--- config.mk ---
export PLATFORM = sky130hd
export DESIGN_NAME = uart_prog_loader
export DESIGN_NICKNAME = d
export VERILOG_FILES = /design/src/rtl/uart_prog_loader.sv
export SDC_FILE = /design/constraint.sdc
export NUM_CORES = 1
export LEC_CHECK = 0
export CAP_MARGIN = 15
export CORE_MARGIN = 2
export CORE_UTILIZATION = 63
export DETAILED_ROUTE_END_ITERATION = 12
export DONT_BUFFER_PORTS = 1
export PLACE_DENSITY_LB_ADDON = 0.12
export SETUP_SLACK_MARGIN = 0.2
export SLEW_MARGIN = 15
export SYNTH_ARGS = -nofsm -noshare
export SYNTH_HDL_FRONTEND = slang
export SYNTH_SLANG_ARGS = --single-unit
--- constraint.sdc ---
create_clock -name clk -period 2.5 [get_ports clk]
set_input_delay 0.625 -clock clk [delete_from_list [all_inputs] [get_ports clk]]
set_output_delay 0.625 -clock clk [all_outputs]
set_load 0.1 [all_outputs]
--- src/rtl/uart_prog_loader.sv ---
// Purpose: receive 8N1 UART bytes, assemble 32-bit words MSB first, write them to instruction memory, and hold the CPU while loading.
// Latency: rx pin fall to RX_START is 3 clk; stop-bit sample to byte_valid is 1 clk; 4th-byte byte_valid to im_we is 1 clk.
// Backpressure: none; the instruction memory must accept every im_we strobe, and strobes are at least 4 byte times apart.
module uart_prog_loader #(
    parameter int CLKS_PER_BIT = 434,
    parameter int ADDR_W       = 8,
    parameter int WORD_W       = 32
) (
    input  logic              clk,
    input  logic              rst,
    input  logic              rx,
    output logic              im_we,
    output logic [ADDR_W-1:0] im_addr,
    output logic [WORD_W-1:0] im_wdata,
    output logic              cpu_hold,
    output logic              load_done,
    output logic              load_err
);

    localparam int CNT_W = $clog2(CLKS_PER_BIT);
    localparam logic [CNT_W-1:0] HALF_M1 = CNT_W'(CLKS_PER_BIT / 2 - 1);
    localparam logic [CNT_W-1:0] FULL_M1 = CNT_W'(CLKS_PER_BIT - 1);
    localparam logic [CNT_W-1:0] CNT_ONE = CNT_W'(1);

    typedef enum logic [1:0] {RX_IDLE, RX_START, RX_DATA, RX_STOP} rx_state_t;
    typedef enum logic [1:0] {L_HDR, L_CNT, L_DATA} ld_state_t;

    logic             rx_meta, rx_s, rx_prev;
    rx_state_t        rx_state;
    logic [CNT_W-1:0] clk_cnt;
    logic [2:0]       bit_cnt;
    logic [7:0]       rx_byte;
    logic             byte_valid, frame_err;

    ld_state_t        ld_state;
    logic [1:0]       byte_idx;
    logic [23:0]      shift;
    logic [8:0]       n_words;
    logic [8:0]       w_cnt;

    // Two-flop synchronizer plus one history flop for falling-edge detection; all idle high.
    always_ff @(posedge clk or negedge rst) begin
        if (!rst) begin
            rx_meta <= 1'b1;
            rx_s    <= 1'b1;
            rx_prev <= 1'b1;
        end else begin
            rx_meta <= rx;
            rx_s    <= rx_meta;
            rx_prev <= rx_s;
        end
    end

    // Byte receiver: start bit checked at half a bit, then data and stop sampled every full bit.
    always_ff @(posedge clk or negedge rst) begin
        if (!rst) begin
            rx_state   <= RX_IDLE;
            clk_cnt    <= '0;
            bit_cnt    <= '0;
            rx_byte    <= '0;
            byte_valid <= 1'b0;
            frame_err  <= 1'b0;
        end else begin
            byte_valid <= 1'b0;
            frame_err  <= 1'b0;
            case (rx_state)
                RX_IDLE: begin
                    if (rx_prev && !rx_s) begin
                        rx_state <= RX_START;
                        clk_cnt  <= '0;
                        bit_cnt  <= '0;
                    end
                end
                RX_START: begin
                    if (clk_cnt == HALF_M1) begin
                        clk_cnt  <= '0;
                        // A line that is high again at mid-start-bit was only a glitch.
                        rx_state <= rx_s ? RX_IDLE : RX_DATA;
                    end else begin
                        clk_cnt <= clk_cnt + CNT_ONE;
                    end
                end
                RX_DATA: begin
                    if (clk_cnt == FULL_M1) begin
                        clk_cnt <= '0;
                        rx_byte <= {rx_s, rx_byte[7:1]};
                        bit_cnt <= bit_cnt + 3'd1;
                        if (bit_cnt == 3'd7) begin
                            rx_state <= RX_STOP;
                        end
                    end else begin
                        clk_cnt <= clk_cnt + CNT_ONE;
                    end
                end
                RX_STOP: begin
                    if (clk_cnt == FULL_M1) begin
                        clk_cnt  <= '0;
                        rx_state <= RX_IDLE;
                        if (rx_s) begin
                            byte_valid <= 1'b1;
                        end else begin
                            frame_err <= 1'b1;
                        end
                    end else begin
                        clk_cnt <= clk_cnt + CNT_ONE;
                    end
                end
                default: rx_state <= RX_IDLE;
            endcase
        end
    end

    // Loader: header 0xA5, word count (0 = 256), then words MSB first into instruction memory.
    always_ff @(posedge clk or negedge rst) begin
        if (!rst) begin
            ld_state  <= L_HDR;
            byte_idx  <= '0;
            shift     <= '0;
            n_words   <= '0;
            w_cnt     <= '0;
            im_we     <= 1'b0;
            im_addr   <= '0;
            im_wdata  <= '0;
            cpu_hold  <= 1'b0;
            load_done <= 1'b0;
            load_err  <= 1'b0;
        end else begin
            im_we     <= 1'b0;
            load_done <= 1'b0;
            // Address advances after each write; the CPU is released one cycle after the last write.
            if (im_we) begin
                im_addr <= im_addr + ADDR_W'(1);
            end
            if (load_done) begin
                cpu_hold <= 1'b0;
            end
            case (ld_state)
                L_HDR: begin
                    if (byte_valid && rx_byte == 8'hA5) begin
                        cpu_hold <= 1'b1;
                        load_err <= 1'b0;
                        im_addr  <= '0;
                        byte_idx <= '0;
                        w_cnt    <= '0;
                        ld_state <= L_CNT;
                    end
                end
                L_CNT: begin
                    if (frame_err) begin
                        load_err <= 1'b1;
                        ld_state <= L_HDR;
                    end else if (byte_valid) begin
                        n_words  <= (rx_byte == 8'h00) ? 9'd256 : {1'b0, rx_byte};
                        ld_state <= L_DATA;
                    end
                end
                L_DATA: begin
                    if (frame_err) begin
                        // CPU stays held: only a complete, clean load releases it.
                        load_err <= 1'b1;
                        ld_state <= L_HDR;
                    end else if (byte_valid) begin
                        byte_idx <= byte_idx + 2'd1;
                        if (byte_idx == 2'd3) begin
                            im_we    <= 1'b1;
                            im_wdata <= {shift, rx_byte};
                            w_cnt    <= w_cnt + 9'd1;
                            if (w_cnt + 9'd1 == n_words) begin
                                load_done <= 1'b1;
                                ld_state  <= L_HDR;
                            end
                        end else begin
                            shift <= {shift[15:0], rx_byte};
                        end
                    end
                end
                default: ld_state <= L_HDR;
            endcase
        end
    end

endmodule

==> out/qor.json, run 1 <==
{
  "relSlewSlack": 0.356,
  "ff2ff_setup_slack_ns": 0.35,
  "worstReg2RegEnd": "ld_state[1]",
  "die_x_um": 94.8,
  "violated_checks": "hold timing",
  "nets": 549,
  "cts-buffers-inserted": 17,
  "tritoncts": "built",
  "cp.arrival_ns": 2.55,
  "dp_hpwl_um": 6560,
  "rsz0062_at_grt": "false",
  "power_leakage_nw": 3.20,
  "count_of_flip_flops_with_a_built_in_enable_after_synthesis": 0,
  "final.fill_count": 500,
  "max-vdd-ir-drop_mv": 0.538,
  "grt_antenna_before_repair": 0,
  "share_of_layout_cells_above_drive_strength_1": 0.247,
  "ys_async_sr_fraction": 1.00,
  "grt_max_degree": 118,
  "clock-skew-final_ns": 0.00791,
  "cts.clk_slew.worst_paths_ns": 0.06,
  "worst-slew-pin-transition_ns": 0.966,
  "fin_crit_ns": 2.15,
  "post_synth.cell_area_avg_um2": 10.7,
  "floorplan.die_area_mm2": 0.00899,
  "worst-r2r-cell-count": 7,
  "totalPowerFinal_mw": 4.75,
  "post_drt_wl_per_cell_um": 16.6,
  "seq_area_mm2": 0.00293,
  "globalRoute.totalOverflow": 0,
  "dieHeight_um": 94.8,
  "mappedNetlistArea_mm2": 0.00519,
  "via_count_normalized_by_instance_count": 5.73,
  "num_io_pins": 47,
  "diodes": 0,
  "multi_input_area_mm2": 0.00213,
  "postLayoutCoreUtil": 0.767,
  "post_cts_setup_bufs": 0,
  "detail_route.drc_violations": 0,
  "grt_pass1_vias": 3746,
  "initial_core_util": 0.642,
  "ctsLongestPathBuffers": 2,
  "initial_drt_markers": 211,
  "std_cell_rows": 33,
  "maxCapViolCount": 0,
  "clock_latency_ns": 0.52,
  "setup.worst_path.end": "ld_state[1]",
  "power-per-cell-area_mw_per_mm2": 766,
  "fmax_ghz": 0.465,
  "routabilityCongestion": 0.923,
  "post_synthesis_cells": 487,
  "post-route-period-util": 0.861,
  "synth-seq-area-share": 0.564,
  "yosysWarningCount": 0,
  "clock_sinks": 117,
  "grt_usage": 0.263,
  "r2r_start": "w_cnt[0]",
  "crit_path_start": "w_cnt[0]",
  "route.final.wire_length_um": 10800,
  "most_frequent_cells_in_the_layout": "sky130_fd_sc_hd__nand2_1 (125), sky130_fd_sc_hd__dfrtp_1 (114), sky130_fd_sc_hd__buf_4 (47)",
  "setup-violations-final": 0,
  "criticalPathCategory": "reg -> reg",
  "grt_first_pass_wirelength_um": 18000,
  "ctsHtreeMaxLevel": 4,
  "report.final.slew_viol_count": 0,
  "postSynthRegisterBits": 117,
  "totalNegativeSetupSlack_ns": 0,
  "port_buffers": 0,
  "hold-worst-slack_ns": -0.202,
  "start_kind": "flip-flop",
  "run_status": "finished with violations",
  "cp.required_ns": 2.90,
  "critPathCaptureType": "flip-flop",
  "via_count": 3735,
  "synth_top_flop_cell": "sky130_fd_sc_hd__dfrtp_1",
  "flow.area_growth_from_synthesis_pct": 19.5,
  "final_common_cell": "sky130_fd_sc_hd__nand2_1",
  "netlist-cell-type-count": 50,
  "core_region_area_mm2": 0.00809,
  "detailedRoute.firstPassIterationCount": 4,
  "timing.hold.worst.class": "in -> async",
  "crit_fanout": 7,
  "clock-root-buffer": "sky130_fd_sc_hd__clkbuf_8",
  "drt.antenna.violating_nets": 0,
  "synth_nets": 502,
  "hold_vio_cnt_final": 117
}
timing repair:
action	in CTS	in global routing
resized for setup	0	1
endpoints found under the setup margin	0	1
endpoints found under the hold margin	117	117
critical path, cell delays in order (launching register included):
cell and delay (ns):
sky130_fd_sc_hd__dfrtp_1 0.42, sky130_fd_sc_hd__ha_2 0.25, sky130_fd_sc_hd__and3_1 0.23, sky130_fd_sc_hd__a31oi_1 0.20, sky130_fd_sc_hd__o2111ai_1 0.19, sky130_fd_sc_hd__nor4b_2 0.25
sky130_fd_sc_hd__a31oi_1 0.16, sky130_fd_sc_hd__mux2_1 0.35
routing by layer:
layer  global-route usage  routed length (um)  vias to the layer above
met5                    0                   0                        -
met4                0.110                 163                        0
met3               0.0591                 479                       16
met2                0.440                5620                      100
met1                0.332                4580                     1859
li1                     -                   -                     1760
cell type report:
type,instances,area share
Clock inverter,15,0.0312
Sequential cell,117,0.472
Multi-Input combinational cell,338,0.344
Inverter,13,0.00786
Clock buffer,17,0.0667
Tap cell,105,0.0212
Timing Repair Buffer,47,0.0568
sequential cells by signal, summed over array words and instances (netlist names), 2 cells and up, named ones only:
signal and flops:
clk_cnt 9, im_wdata 32, bit_cnt 3, im_addr 8, shift 24, w_cnt 9, n_words 9, rx_byte 8
ld_state 2, byte_idx 2
power breakdown:
part	leakage (nW)	internal [mW]	switching, mW
clock	0.293	1.54	0.933
combinational	1.29	0.116	0.143
sequential	1.62	1.94	0.0753
cells in the mapped netlist (2+ instances only):
| cell | instances | area, um2 |
|---|---|---|
| sky130_fd_sc_hd__nand2_1 | 125 | 469 |
| sky130_fd_sc_hd__dfrtp_1 | 114 | 2850 |
| sky130_fd_sc_hd__mux2_2 | 44 | 495 |
| sky130_fd_sc_hd__nor2_1 | 21 | 78.8 |
| sky130_fd_sc_hd__o21ai_0 | 16 | 80.1 |
| sky130_fd_sc_hd__inv_1 | 13 | 48.8 |
| sky130_fd_sc_hd__o21ai_1 | 13 | 65.1 |
| sky130_fd_sc_hd__ha_1 | 12 | 150 |
| sky130_fd_sc_hd__clkbuf_1 | 11 | 41.3 |
| sky130_fd_sc_hd__a21oi_1 | 10 | 50.1 |
| sky130_fd_sc_hd__xnor2_1 | 10 | 87.6 |
| sky130_fd_sc_hd__xor2_1 | 8 | 70.1 |
| sky130_fd_sc_hd__a31oi_1 | 6 | 37.5 |
| sky130_fd_sc_hd__nand3_1 | 6 | 30.0 |
| sky130_fd_sc_hd__and3_1 | 5 | 31.3 |
| sky130_fd_sc_hd__buf_2 | 5 | 25.0 |
| sky130_fd_sc_hd__nand2b_1 | 5 | 31.3 |
| sky130_fd_sc_hd__nand4_1 | 5 | 31.3 |
| sky130_fd_sc_hd__nor2b_1 | 5 | 31.3 |
| sky130_fd_sc_hd__nor3_1 | 5 | 25.0 |
| sky130_fd_sc_hd__a22o_1 | 4 | 35.0 |
| sky130_fd_sc_hd__o31ai_1 | 4 | 30.0 |
| sky130_fd_sc_hd__dfstp_2 | 3 | 78.8 |
| sky130_fd_sc_hd__mux2i_1 | 3 | 30.0 |
| sky130_fd_sc_hd__nand3b_1 | 3 | 22.5 |
| sky130_fd_sc_hd__and4_1 | 2 | 17.5 |
| sky130_fd_sc_hd__buf_4 | 2 | 15.0 |
| sky130_fd_sc_hd__nand4b_1 | 2 | 17.5 |
| sky130_fd_sc_hd__nor3b_1 | 2 | 15.0 |
| sky130_fd_sc_hd__nor4_1 | 2 | 12.5 |
| sky130_fd_sc_hd__nor4_2 | 2 | 25.0 |
how the worst min path moves through the flow:
stage                     from          to  slack [ns]
after floorplan            rst   async pin        0.33
after global placement     rst    w_cnt[5]        0.33
after detailed placement   rst    w_cnt[5]        0.33
after CTS                  rst  clk_cnt[8]       -0.21
after global routing       rst    w_cnt[4]       -0.22
final                      rst    w_cnt[5]       -0.20
stage by stage:
stage	hold slack (ns)	worst slack [ns]	std cells	area [um2]
2_1_floorplan	0.329	0.491	487	5190
3_3_place_gp	0.333	0.357	620	5600
3_5_place_dp	0.334	0.298	620	5600
4_1_cts	-0.214	0.281	652	6200
5_1_grt	-0.217	0.228	652	6210
6_report	-0.202	0.349	652	6210
kinds of logic (layout without fill, tap and decap cells):
kind of cell	Yosys count	count (layout)	synth area share
simple gates	201	201	0.181
mux	48	48	0.103
flops	117	117	0.564
buf+inv	32	92	0.0258
xor+xnor	18	18	0.0303
compound gates	59	59	0.0667
fa+ha+maj	12	12	0.0289
Note: power is estimated with default switching activity, not from simulation.
==> run 2, diff against run 1 <==
CAP_MARGIN = 20   (was 15)
SLEW_MARGIN = 30   (was 15)
==> results of run 2 <==
Same layout as run 1: the final DEF is identical, and so are final timing and power.
==> patch (flow settings as in run 1) <==
Re-encode `rx_state_t` (4 states) as one-hot, 4 bits wide.
--- a/src/rtl/uart_prog_loader.sv
+++ b/src/rtl/uart_prog_loader.sv
@@ -22,7 +22,7 @@
     localparam logic [CNT_W-1:0] FULL_M1 = CNT_W'(CLKS_PER_BIT - 1);
     localparam logic [CNT_W-1:0] CNT_ONE = CNT_W'(1);
 
-    typedef enum logic [1:0] {RX_IDLE, RX_START, RX_DATA, RX_STOP} rx_state_t;
+    typedef enum logic [3:0] {RX_IDLE = 4'b0001, RX_START = 4'b0010, RX_DATA = 4'b0100, RX_STOP = 4'b1000} rx_state_t;
     typedef enum logic [1:0] {L_HDR, L_CNT, L_DATA} ld_state_t;
 
     logic             rx_meta, rx_s, rx_prev;
Function: no difference found for any inputs over 10 cycles, from zero or initial values and one cycle with rst low; not proved beyond that.
==> patch against run 1 <==
The run still ends with hold timing left. Critical endpoint is now ld_state[0]$_DFFE_PN0P_. Cell area increased by 3.9%. Non-clock buffer count increased by 5. Routed wire length up 5.8%. Sequential cell count rose by 2. Worst setup slack got worse by 0.084 ns. Fmax shrank 3.8%. Clock skew increased by 0.0024 ns. Highest routed layer unchanged. Largest power group unchanged. Utilization is 1.0 points higher. Total power is 3.9% lower. Area after synthesis increased by 4.9%. First-iteration DRC count shrank 5.7%. Worst hold slack improved by 0.0073 ns. Count of clock-buffer cells in the layout unchanged.
==> patch: results (changes against run 1) <==
* Critical path fanouts, max at 8 (+1)
* Filler cells at 514 (+2.8%)
* Final Hold Viols at 115 (-1.7%)
* Netlist cell types at 59 (+18%)
* Async S/R FF share, synth at 1.000 (unchanged)
* Drt pass-1 iters at 5 (+1)
* DP Area at 0.005871 sq mm (+4.9%)
* Vias in the first global route at 4079 (+8.9%)
* Static leakage at 3.278 nW (+2.3%)
* Net count after synthesis at 526 (+4.8%)
* Max IR drop VDD at 0.6037 mV (+12%)
* Switching Share at 0.2646 (+0.02237)
* Routed wire length per instance at 16.85 microns (+1.3%)
* Layout cells sized above 1 at 0.2448 (-0.002009)
* Clk_lat worst skew at 0.51 ns
* Slowest-stage cell, CP: dfrtp_2
* Failing checks: hold timing
* Top delay family on crit path: compound AO/OA/AOI/OAI gates
* Largest stage delay, worst path at 0.46 ns (+0.04 ns)
* Status: finished with violations
* Global-route wire length before repair at 19770 microns (+9.9%)
* Least-Margin Pin Slew at 0.9009 ns (-0.06464 ns)
* DR iter-0 viols at 199 (-5.7%)
* Seq/Total Area, Yosys at 0.5474 (-0.01689)
* Commonest cells in the netlist: nand2_1, dfrtp_1, mux2_2
* Gpl congestion at 0.8951 (-3.0%)
* Arrival time worst endpoint at 2.62 ns (+0.07 ns)
* Via count at 3996 (+7.0%)
* Hold WS at -0.1946 ns (+0.007279 ns)
* Post-DP HPWL at 7309 microns (+11%)
* Synth top area cells: dfrtp_1, mux2_2, nand2_1
* Largest net degree at the start of global routing at 120 (+1.7%)
* All-Layer GR Usage at 0.2601 (-0.003017)
* Ys flop type: dfrtp_1
* Worst Skew at 0.01028 ns (+0.002371 ns)
-- patch: stage by stage --
stage	power (mW)	util	cells	setup slack, ns
2_1_floorplan	2.234	-	511	0.4259
3_3_place_gp	2.304	0.7074	649	0.1992
3_5_place_dp	2.324	0.7074	649	0.1022
4_1_cts	4.604	0.7772	681	0.2235
5_1_grt	4.736	0.7773	681	0.2282
6_report	4.565	0.7773	681	0.2645
-- patch: worst paths after layout --
kind | startpoint | endpoint | slack, ns | cells after the start
setup reg to reg | w_cnt[1]$_DFFE_PN0P_ | ld_state[0]$_DFFE_PN0P_ | 0.26 | 7
hold reg to reg | rx_meta$_DFF_PN1_ | rx_s$_DFF_PN1_ | 0.36 | 0
setup / recovery | w_cnt[1]$_DFFE_PN0P_ | ld_state[0]$_DFFE_PN0P_ | 0.26 | 7
hold / removal | rst | w_cnt[2]$_DFFE_PN0P_ | -0.19 | 0
min in group clk | rx | rx_meta$_DFF_PN1_ | 0.11 | 0
max in group asynchronous | rst | rx_s$_DFF_PN1_ | 2.46 | 0
-- patch: timing repair --
item,in CTS,in global routing
resized for setup,2,1
endpoints found under the setup margin,2,2
endpoints found under the hold margin,119,119
-- patch: power by group through the flow --
stage               combinational (mW)  clock, mW  sequential [mW]
floorplan                        0.211          0             2.02
CTS                              0.301       2.31             2.00
detailed placement               0.293          0             2.03
finish                           0.301       2.27             2.00
global route                     0.332       2.41             2.00
global placement                 0.276          0             2.03
-- patch: metal layers --
layer,GRT usage,part of all wire,vias up,routed length (microns)
li1,-,-,1881,-
met1,0.3460,0.44,1964,5018
met2,0.4209,0.49,131,5617
met3,0.07081,0.058,20,668
met4,0.08017,0.015,0,170
met5,0,0,-,0
-- patch: cell type report --
cell class,count,area [sq um],area share
multi-input combinational,360,2330,0.3611
tap,105,131.4,0.02036
timing repair buffer,52,390.4,0.06051
inverter,13,48.80,0.007564
clock buffer,17,414.1,0.06420
sequential,119,2984,0.4626
clock inverter,15,152.6,0.02366
-- patch: worst register-to-register path, stage by stage, from the launching register on --
cell	delay (ns)
dfrtp_2	0.46
ha_4	0.21
xor3_1	0.42
nor3_1	0.14
o211ai_1	0.13
a41o_1	0.28
o32a_2	0.35
mux2i_1	0.13
-- patch: logic make-up after synthesis --
family | synth area share
DFF | 0.5474
and+or+nand+nor | 0.1842
xor gates and xnor gates | 0.03490
muxes | 0.09414
AOI/OAI and AO/OA | 0.08450
buffers and inverters | 0.02732
adders and majority gates | 0.02755
